File: src/rtl/decode_stage.sv
`default_nettype none
// ============================================================================
// Module   : decode_stage
// Brief    : RV32 subset instruction decode. Reads the 32x32 register file
//            (with same-cycle writeback bypass), resolves beq/bne/jal in ID,
//            detects load-use and branch-operand hazards, squashes the
//            instruction fetched behind a redirect, and drives the ID/EX
//            pipeline register.
// Config   : DECODE_FWD_M_EN - when defined, a non-load ALU result in MEM
//            (ALUOutM) is forwarded into the branch comparator instead of
//            stalling.
// Revision : 1.0 - initial release
// ============================================================================
module decode_stage (
    input  logic        clk,
    input  logic        rst_n,
    input  logic [31:0] InstrD,
    input  logic [31:0] PCPD,
    input  logic        RegWriteW,
    input  logic [4:0]  WriteRegW,
    input  logic [31:0] ResultW,
    input  logic [31:0] ALUOutM,
    input  logic [4:0]  RdM,
    input  logic        RegWriteM,
    input  logic        MemtoRegM,
    output logic        PCSrcD,
    output logic [31:0] PCBranchD,
    output logic        StallF,
    output logic        StallD,
    output logic [31:0] RD1E,
    output logic [31:0] RD2E,
    output logic [31:0] ImmE,
    output logic [14:0] RegsE,
    output logic [7:0]  CtrlE
);

    // ------------------------------------------------------------------
    // Encodings
    // ------------------------------------------------------------------
    localparam logic [6:0] OP_R      = 7'b0110011;
    localparam logic [6:0] OP_I      = 7'b0010011;
    localparam logic [6:0] OP_LOAD   = 7'b0000011;
    localparam logic [6:0] OP_STORE  = 7'b0100011;
    localparam logic [6:0] OP_BRANCH = 7'b1100011;
    localparam logic [6:0] OP_JAL    = 7'b1101111;

    localparam logic [6:0] F7_BASE   = 7'b0000000;
    localparam logic [6:0] F7_ALT    = 7'b0100000;

    localparam logic [2:0] F3_ADD    = 3'b000;
    localparam logic [2:0] F3_SLT    = 3'b010;
    localparam logic [2:0] F3_XOR    = 3'b100;
    localparam logic [2:0] F3_OR     = 3'b110;
    localparam logic [2:0] F3_AND    = 3'b111;
    localparam logic [2:0] F3_WORD   = 3'b010;
    localparam logic [2:0] F3_BEQ    = 3'b000;
    localparam logic [2:0] F3_BNE    = 3'b001;

    localparam logic [3:0] ALU_ADD   = 4'b0000;
    localparam logic [3:0] ALU_SUB   = 4'b0001;
    localparam logic [3:0] ALU_AND   = 4'b0010;
    localparam logic [3:0] ALU_OR    = 4'b0011;
    localparam logic [3:0] ALU_XOR   = 4'b0100;
    localparam logic [3:0] ALU_SLT   = 4'b0101;

    localparam int NUM_REGS = 32;

    // ------------------------------------------------------------------
    // State
    // ------------------------------------------------------------------
    logic [31:0] rf_q [NUM_REGS];
    logic        squash_q,  squash_d;
    logic [7:0]  ctrl_e_q,  ctrl_e_d;
    logic [14:0] regs_e_q,  regs_e_d;
    logic [31:0] rd1_e_q,   rd1_e_d;
    logic [31:0] rd2_e_q,   rd2_e_d;
    logic [31:0] imm_e_q,   imm_e_d;

    // ------------------------------------------------------------------
    // Instruction fields and immediates
    // ------------------------------------------------------------------
    logic [6:0]  w_opcode;
    logic [2:0]  w_funct3;
    logic [6:0]  w_funct7;
    logic [4:0]  w_rs1;
    logic [4:0]  w_rs2;
    logic [4:0]  w_rd;
    logic [31:0] w_imm_i;
    logic [31:0] w_imm_s;
    logic [31:0] w_imm_b;
    logic [31:0] w_imm_j;

    assign w_opcode = InstrD[6:0];
    assign w_funct3 = InstrD[14:12];
    assign w_funct7 = InstrD[31:25];
    assign w_rs1    = InstrD[19:15];
    assign w_rs2    = InstrD[24:20];
    assign w_rd     = InstrD[11:7];

    assign w_imm_i  = {{20{InstrD[31]}}, InstrD[31:20]};
    assign w_imm_s  = {{20{InstrD[31]}}, InstrD[31:25], InstrD[11:7]};
    assign w_imm_b  = {{19{InstrD[31]}}, InstrD[31], InstrD[7],
                       InstrD[30:25], InstrD[11:8], 1'b0};
    assign w_imm_j  = {{11{InstrD[31]}}, InstrD[31], InstrD[19:12],
                       InstrD[20], InstrD[30:21], 1'b0};

    // ------------------------------------------------------------------
    // Decoded control
    // ------------------------------------------------------------------
    logic        w_valid;
    logic        w_use1;
    logic        w_use2;
    logic        w_use_rd;
    logic        w_is_branch;
    logic        w_is_jal;
    logic        w_reg_write;
    logic        w_mem_to_reg;
    logic        w_mem_write;
    logic        w_alu_src;
    logic [3:0]  w_alu_ctrl;
    logic [31:0] w_imm_e;

    // Classify InstrD; anything outside the supported subset stays invalid.
    always_comb begin
        w_valid      = 1'b0;
        w_use1       = 1'b0;
        w_use2       = 1'b0;
        w_use_rd     = 1'b0;
        w_is_branch  = 1'b0;
        w_is_jal     = 1'b0;
        w_reg_write  = 1'b0;
        w_mem_to_reg = 1'b0;
        w_mem_write  = 1'b0;
        w_alu_src    = 1'b0;
        w_alu_ctrl   = ALU_ADD;
        w_imm_e      = '0;
        case (w_opcode)
            OP_R: begin
                w_valid = 1'b1;
                case ({w_funct7, w_funct3})
                    {F7_BASE, F3_ADD}: w_alu_ctrl = ALU_ADD;
                    {F7_ALT,  F3_ADD}: w_alu_ctrl = ALU_SUB;
                    {F7_BASE, F3_AND}: w_alu_ctrl = ALU_AND;
                    {F7_BASE, F3_OR }: w_alu_ctrl = ALU_OR;
                    {F7_BASE, F3_XOR}: w_alu_ctrl = ALU_XOR;
                    {F7_BASE, F3_SLT}: w_alu_ctrl = ALU_SLT;
                    default:           w_valid    = 1'b0;
                endcase
                w_use1      = w_valid;
                w_use2      = w_valid;
                w_use_rd    = w_valid;
                w_reg_write = w_valid;
            end
            OP_I: begin
                w_valid = 1'b1;
                case (w_funct3)
                    F3_ADD:  w_alu_ctrl = ALU_ADD;
                    F3_AND:  w_alu_ctrl = ALU_AND;
                    F3_OR:   w_alu_ctrl = ALU_OR;
                    F3_XOR:  w_alu_ctrl = ALU_XOR;
                    F3_SLT:  w_alu_ctrl = ALU_SLT;
                    default: w_valid    = 1'b0;
                endcase
                w_use1      = w_valid;
                w_use_rd    = w_valid;
                w_reg_write = w_valid;
                w_alu_src   = w_valid;
                w_imm_e     = w_imm_i;
            end
            OP_LOAD: begin
                if (w_funct3 == F3_WORD) begin
                    w_valid      = 1'b1;
                    w_use1       = 1'b1;
                    w_use_rd     = 1'b1;
                    w_reg_write  = 1'b1;
                    w_mem_to_reg = 1'b1;
                    w_alu_src    = 1'b1;
                    w_imm_e      = w_imm_i;
                end
            end
            OP_STORE: begin
                if (w_funct3 == F3_WORD) begin
                    w_valid     = 1'b1;
                    w_use1      = 1'b1;
                    w_use2      = 1'b1;
                    w_mem_write = 1'b1;
                    w_alu_src   = 1'b1;
                    w_imm_e     = w_imm_s;
                end
            end
            OP_BRANCH: begin
                // Branches complete in ID; they never carry work into EX.
                if ((w_funct3 == F3_BEQ) || (w_funct3 == F3_BNE)) begin
                    w_valid     = 1'b1;
                    w_is_branch = 1'b1;
                    w_use1      = 1'b1;
                    w_use2      = 1'b1;
                end
            end
            OP_JAL: begin
                // rd <- PC+4 is computed in EX as PCPD + 0.
                w_valid     = 1'b1;
                w_is_jal    = 1'b1;
                w_use_rd    = 1'b1;
                w_reg_write = 1'b1;
                w_alu_src   = 1'b1;
            end
            default: ;
        endcase
    end

    // ------------------------------------------------------------------
    // Register read with writeback bypass
    // ------------------------------------------------------------------
    logic [31:0] w_rf1;
    logic [31:0] w_rf2;

    // A write landing this cycle is visible to the read in the same cycle.
    always_comb begin
        w_rf1 = rf_q[w_rs1];
        w_rf2 = rf_q[w_rs2];
        if (w_rs1 == 5'd0) begin
            w_rf1 = '0;
        end else if (RegWriteW && (WriteRegW == w_rs1)) begin
            w_rf1 = ResultW;
        end
        if (w_rs2 == 5'd0) begin
            w_rf2 = '0;
        end else if (RegWriteW && (WriteRegW == w_rs2)) begin
            w_rf2 = ResultW;
        end
    end

    // ------------------------------------------------------------------
    // Branch comparator operands and MEM-stage hazard class
    // ------------------------------------------------------------------
    logic [31:0] w_br1;
    logic [31:0] w_br2;
    logic        w_m_blocks;

`ifdef DECODE_FWD_M_EN
    logic        w_m_fwd_ok;
    assign w_m_fwd_ok = RegWriteM && !MemtoRegM && (RdM != 5'd0);

    // Non-load MEM results are forwarded; only a load in MEM must wait.
    always_comb begin
        w_br1 = w_rf1;
        w_br2 = w_rf2;
        if (w_m_fwd_ok && (RdM == w_rs1)) begin
            w_br1 = ALUOutM;
        end
        if (w_m_fwd_ok && (RdM == w_rs2)) begin
            w_br2 = ALUOutM;
        end
    end
    assign w_m_blocks = MemtoRegM;
`else
    logic        w_unused_alu_m;
    assign w_unused_alu_m = ^ALUOutM;
    assign w_br1          = w_rf1;
    assign w_br2          = w_rf2;
    // Any register producer in MEM blocks the branch until it reaches W.
    assign w_m_blocks     = MemtoRegM || RegWriteM;
`endif

    // ------------------------------------------------------------------
    // Hazards, branch resolution and squash
    // ------------------------------------------------------------------
    logic [4:0]  w_rd_e;
    logic        w_load_use;
    logic        w_br_hz_e;
    logic        w_br_hz_m;
    logic        w_stall;
    logic        w_take;
    logic        w_issue;

    assign w_rd_e     = regs_e_q[4:0];

    assign w_load_use = ctrl_e_q[6] && (w_rd_e != 5'd0) &&
                        ((w_use1 && (w_rs1 == w_rd_e)) ||
                         (w_use2 && (w_rs2 == w_rd_e)));

    assign w_br_hz_e  = w_is_branch && ctrl_e_q[7] && (w_rd_e != 5'd0) &&
                        ((w_rs1 == w_rd_e) || (w_rs2 == w_rd_e));

    assign w_br_hz_m  = w_is_branch && w_m_blocks && (RdM != 5'd0) &&
                        ((w_rs1 == RdM) || (w_rs2 == RdM));

    // Squash wins over stall; reset silences both.
    assign w_stall    = rst_n && !squash_q &&
                        (w_load_use || w_br_hz_e || w_br_hz_m);

    assign w_take     = w_is_jal ||
                        (w_is_branch && (w_funct3[0] ? (w_br1 != w_br2)
                                                     : (w_br1 == w_br2)));

    assign PCSrcD     = rst_n && !squash_q && !w_stall && w_take;
    assign PCBranchD  = (PCPD - 32'd4) + (w_is_jal ? w_imm_j : w_imm_b);
    assign StallF     = w_stall;
    assign StallD     = w_stall;

    // The slot behind a taken redirect is dead for exactly one cycle.
    assign squash_d   = PCSrcD;

    // ------------------------------------------------------------------
    // ID/EX next state
    // ------------------------------------------------------------------
    assign w_issue    = w_valid && !w_is_branch && !squash_q && !w_stall;

    // Load the decoded instruction, or an all-zero bubble.
    always_comb begin
        ctrl_e_d = '0;
        regs_e_d = '0;
        rd1_e_d  = '0;
        rd2_e_d  = '0;
        imm_e_d  = '0;
        if (w_issue) begin
            ctrl_e_d = {w_reg_write, w_mem_to_reg, w_mem_write, w_alu_src, w_alu_ctrl};
            regs_e_d = {(w_use1   ? w_rs1 : 5'd0),
                        (w_use2   ? w_rs2 : 5'd0),
                        (w_use_rd ? w_rd  : 5'd0)};
            rd1_e_d  = w_is_jal ? PCPD : (w_use1 ? w_rf1 : 32'd0);
            rd2_e_d  = w_use2 ? w_rf2 : 32'd0;
            imm_e_d  = w_imm_e;
        end
    end

    // ------------------------------------------------------------------
    // Sequential logic
    // ------------------------------------------------------------------
    // Register file: x0 is never written; reset clears every entry.
    always_ff @(posedge clk) begin
        if (!rst_n) begin
            for (int i = 0; i < NUM_REGS; i++) begin
                rf_q[i] <= '0;
            end
        end else if (RegWriteW && (WriteRegW != 5'd0)) begin
            rf_q[WriteRegW] <= ResultW;
        end
    end

    // ID/EX register and squash flop advance every cycle.
    always_ff @(posedge clk) begin
        if (!rst_n) begin
            ctrl_e_q <= '0;
            regs_e_q <= '0;
            rd1_e_q  <= '0;
            rd2_e_q  <= '0;
            imm_e_q  <= '0;
            squash_q <= 1'b0;
        end else begin
            ctrl_e_q <= ctrl_e_d;
            regs_e_q <= regs_e_d;
            rd1_e_q  <= rd1_e_d;
            rd2_e_q  <= rd2_e_d;
            imm_e_q  <= imm_e_d;
            squash_q <= squash_d;
        end
    end

    assign CtrlE = ctrl_e_q;
    assign RegsE = regs_e_q;
    assign RD1E  = rd1_e_q;
    assign RD2E  = rd2_e_q;
    assign ImmE  = imm_e_q;

endmodule
`default_nettype wire

File: config.mk
export PLATFORM = sky130hd
export DESIGN_NAME = decode_stage
export DESIGN_NICKNAME = d
export VERILOG_FILES = /design/src/rtl/decode_stage.sv
export SDC_FILE = /design/constraint.sdc
export NUM_CORES = 2
export LEC_CHECK = 0
export BUFFER_PORTS_ARGS = -buffer_cell sky130_fd_sc_hd__buf_2
export CORE_UTILIZATION = 36
export CTS_CLUSTER_DIAMETER = 100
export DETAILED_ROUTE_END_ITERATION = 8
export GPL_TIMING_DRIVEN = 1
export PLACE_DENSITY_LB_ADDON = 0.3
export RECOVER_POWER = 25
export SLEW_MARGIN = 20
export SYNTH_ARGS = -nofsm -noshare
export SYNTH_HDL_FRONTEND = slang
export SYNTH_SLANG_ARGS = --single-unit
File: constraint.sdc
create_clock -name clk -period 4.9 [get_ports clk]
set_input_delay 0 -clock clk [delete_from_list [all_inputs] [get_ports clk]]
set_output_delay 0 -clock clk [all_outputs]
set_load 0.01 [all_outputs]
### Word level (Yosys, flattened, before mapping)

Memory sizes are Yosys's and may differ from the RTL's.
Cells that the tools add are included.

| word-level totals | value |
|---|---|
| memories | 1 |
| output and inout port bits | 154 |
| register bits after elaboration | 120 |
| bits of input ports | 143 |
| RAM bits | 1024 |
| logic and storage cells | 118 |

Memories:

| memory | words | bits a word | rd ports | clocked after memory_dff | wr ports | RTL line | text |
|---|---|---|---|---|---|---|---|
| rf_q | 32 | 32 | 2 | 0 | 32 | 71 | `logic [31:0] rf_q [NUM_REGS];` |

| operators by class | value |
|---|---|
| reductions and logical operators | 49 |
| muxes and demuxes | 32 |
| $add $sub $neg | 2 |
| equality and inequality tests | 24 |

Operator list:

| operator | number |
|---|---|
| 32-bit 2-to-1 mux | 9 |
| 32-bit case mux with 3 select lines | 1 |
| 32-bit adder | 1 |
| 32-bit == test | 1 |
| 32-bit != test | 1 |
| 32-bit OR reduction | 1 |
| 32-bit by 3-bit subtractor with 32-bit output, second input constant | 1 |
| 10-bit by 3-bit == test with 1-bit output, second input constant | 3 |
| 5-bit == test | 6 |
| 1-bit logical AND | 21 |
| 20-bit 2-to-1 mux | 1 |
| 3-bit case mux with 5 select lines | 1 |
| 3-bit AND reduction | 5 |
| 5-bit nonzero test | 3 |
| 7-bit by 6-bit == test with 1-bit output, second input constant | 2 |
| 7-bit == test, second input constant | 2 |
| 1-bit 2-to-1 mux | 12 |
| 3-bit case mux with 4 select lines | 1 |
| 10-bit by 2-bit == test with 1-bit output, second input constant | 1 |
| 10-bit by 9-bit == test with 1-bit output, second input constant | 1 |
| 10-bit zero test | 1 |
| 5-bit zero test | 2 |
| 3-bit == test, second input constant | 3 |
| 1-bit logical OR | 8 |
| other kinds (15) | 19 |

### Longest topological paths before layout

| depth | value |
|---|---|
| depth after elaboration | 13 |
| gate-level depth with buffers | 23 |
| mapped depth without buffers | 21 |

### Worst setup path before layout

Ideal clock, no wire load.

| timing | value |
|---|---|
| kind | input-to-output |
| start point | input InstrD[21] |
| end point | output PCBranchD[30] |
| arrival | 4.329 ns |
| buffers on the path | 5 |
| setup slack | 0.571 ns |
| stages on the path | 22 |
| required time | 4.900 ns |
| cells stage by stage | buf_2 -> buf_4 -> buf_2 -> buf_1 -> buf_1 -> mux2_2 -> ha_1 -> ha_1 -> inv_1 -> fa_1 -> nor2b_1 -> o21ai_0 -> a21oi_1 -> o211ai_1 -> nand2_1 -> o2bb2ai_1 -> o211a_1 -> o21ai_0 -> a21boi_0 -> o41a_1 -> a31oi_1 -> o311ai_0 |

| on the way | value |
|---|---|
| longest elaborated chain between the ends | 2 |

Ends and longest elaborated chain:

| what | RTL line | text |
|---|---|---|
| start, declared | 17 | `input logic [31:0] InstrD,` |
| 20-bit 2-to-1 mux | 298 | `assign PCBranchD = (PCPD - 32'd4) + (w_is_jal ? w_imm_j : w_imm_b);` |
| 32-bit adder | 298 |  |
| end, declared | 27 | `output logic [31:0] PCBranchD,` |

No other way between the ends.

==> metrics <==
Period minus WS final 4.80 ns; Crit. End Element primary output; Sw Share 0.270; DP HPWL 164,000 um; Congestion Overflow GR 0; Clk pwr share 0.401; clk slew on worst S/H paths 0.06 ns; filler cell count 15,400; wire per inst 34.5 um; synthesized area 61,400 sq um; Final Power 25.0 mW; CP max FO 2; Initial Util 0.363; die area 172,000 sq um; Max Cap Viol 23; Max Freq 208 MHz; TritonCTS clock tree done; RSZ-0062 raised after global routing false; Die Span X 415 um; Clock Latency Late Sink 0.78 ns; most common cell after layout, fill and taps aside edfxtp_1; Final TNS setup 0 ns; critical path's top delay family compound AO/OA/AOI/OAI gates; via count 44,400; WL final 248,000 um; RePlAce Congestion 0.943; max_slew headroom -1.08; I/O pins 297; vias in the first global route 43,300; Avg Vias per Cell 6.17; sequential area share after synthesis 0.533; critical path's most frequent cell nor2_1; post-CTS setup buffers 0; CP Class flop to primary output; core area 169,000 sq um; sequential power share 0.446; GRT Overall Usage 0.283; share of the synthesized area in the top cell type 0.500; PwrDens 349 nW/um^2; final setup violation count 0; number of synthesized register bits 1,123; area leader, netlist edfxtp_1; combinational share of power 0.153; final non-filler cell total 7,192; TritonCTS buffer count 134; Clock Tree Root clkbuf_16; dominant cells by area after synthesis edfxtp_1 50%, mux4_2 18%, and2_1 9.7%, dfxtp_1 3.2%, mux2i_1 1.9%; antenna violations before repair 20; Critical Path RT 4.90 ns; DR pass1 iterations 6; Final Max Tran Viols 421; FFs w/ async S/R, synth 0; Peak VDD IR 0.218 mV; arrival time worst endpoint 4.80 ns; IO Port Bufs 263; first-pass GRT wire length 341,000 um; CTS Sinks 1,123; commonest cells after routing, fill and taps aside 1,024 x edfxtp_1, 845 x and2_1, 482 x mux4_2, 231 x buf_4, 163 x clkbuf_1; switching pwr 6.76 mW; syn avg cell area 13.7 sq um; P&R area growth vs syn 16.8%; Worst-Margin Slew 3.10 ns; H-Tree Depth 4; Final period util 0.980; hold slack final 0.0200 ns; P_int 18.3 mW; DRC 0; row count 151; slowest stage delay, CP 0.84 ns; CP max-delay cell a22oi_1; P_leak 25.2 nW; Starting DRT DRC Count 7,232; worst path cell trace mux4_2, a22oi_1, nand4_1, nor2_1, nor2_1, nor3_1, a32o_1, o32ai_1, buf_4, a211o_1, and4b_1, o21ai_1, a21oi_1, buf_2; post-layout instance area 71,700 sq um; HP Class input pin to flop; critical path buffer and inverter count 2; Die Y 415 um; violated checks capacitance limit, slew limit; dpl cells 6,824; status complete, but fails checks; Hold Violations, Final 0; Unique masters post-synth 80; CP startpoint kind flop; post-route ant nets 0; largest net degree at the start of global routing 63; Mapped Cells 4,476; Top FF cell, synth edfxtp_1; layout cell share with drive strength beyond 1 0.238; Clock Skew 0.0267 ns; CTS max path bufs 3; Ys Warns 0; placed cell area 66,600 sq um; Final #Nets 5,060; number of synthesized flops with an enable pin 1,024
## flip-flops by register name (all words and copies together) (netlist names)
signal and flops:
RegsE 15, squash_q 1, CtrlE 7, RD1E 32, rf_q 1024, ImmE 12, RD2E 32
## synth_stat cells (all sizes together), types with 8 or more instances
| cell | number |
|---|---|
| a22oi | 130 |
| dfxtp | 99 |
| nand2b | 9 |
| a22o | 9 |
| or2 | 8 |
| and2 | 955 |
| ha | 59 |
| a211oi | 9 |
| nand4 | 11 |
| nor2b | 20 |
| a21oi | 96 |
| and3 | 13 |
| nand2 | 109 |
| a31oi | 17 |
| xor2 | 24 |
| clkbuf | 277 |
| nor2 | 174 |
| or3 | 9 |
| o211ai | 11 |
| nand3b | 10 |
| a221oi | 45 |
| nor4 | 10 |
| a221o | 17 |
| o22ai | 54 |
| nand3 | 32 |
| o21ai | 85 |
| nor3 | 111 |
| inv | 120 |
| mux2i | 118 |
| xnor2 | 58 |
| edfxtp | 1024 |
| mux4 | 483 |
| buf | 174 |
## kinds of logic after synthesis
logic type / Yosys count / synth area share
buffers and inverters: 573 / 0.0463
xor gates and xnor gates: 82 / 0.0117
muxes: 607 / 0.197
and+or+nand+nor: 1494 / 0.139
DFF: 1123 / 0.533
other: 1 / 0.0000610
AOI/OAI and AO/OA: 536 / 0.0604
adders and majority gates: 60 / 0.0123
## worst paths after layout
| check | cells after the start | slack, ns | end | startpoint |
|---|---|---|---|---|
| max reg2reg | 14 | 0.44 | squash_q$_SDFF_PN0_ | rf_q[15][26]$_SDFFCE_PN0P_ |
| max | 14 | 0.1 | PCSrcD | rf_q[15][26]$_SDFFCE_PN0P_ |
| min | 4 | 0.02 | rf_q[27][21]$_SDFFCE_PN0P_ | WriteRegW[3] |
| min reg2reg | 3 | 0.88 | CtrlE[7]$_SDFF_PN0_ | squash_q$_SDFF_PN0_ |
## routing by layer
metal	vias up	GRT usage	routed length, um
li1	17700	-	-
met1	22900	0.359	91400
met2	3130	0.448	114000
met3	663	0.0747	28900
met4	6	0.139	13900
met5	-	0	42
## through the flow
stage	util	setup WS [ns]
final	0.423	0.0999
after global routing	0.423	0.0149
after CTS	0.426	0.138
after detailed placement	0.393	0.205
after global placement	0.393	0.293
after floorplan	-	0.571
## area by class of cell
cell class,count,area [sq um],share of cell area
antenna,9,22.5,0.000314
clock buffer,180,3770,0.0525
tap,2218,2780,0.0387
multi-input combinational,2812,26500,0.369
inverter,122,458,0.00638
timing repair buffer,664,4950,0.0690
clock inverter,64,586,0.00816
sequential,1123,32700,0.456
## tightest hold or removal path: stages
cell and delay, ns:
buf_2 0.18, nand3b_1 0.12, buf_4 0.25, nor3_1 0.07
## power by group through the flow
stage | registers (mW) | logic, mW | clock network (mW)
global placement | 11.3 | 3.66 | 0
global route | 11.2 | 3.93 | 10.5
detailed placement | 11.3 | 3.69 | 0
finish | 11.2 | 3.82 | 10.0
CTS | 11.2 | 3.75 | 10.1
floorplan | 11.3 | 2.14 | 0
## repair_timing
action / 4_1_cts / 5_1_grt
setup endpoints to repair: 0 / 4
gates resized for setup: 0 / 7
hold buffers: 115 / 0
endpoints found under the hold margin: 977 / 0
No activity file was read; power rests on OpenSTA's default activity.
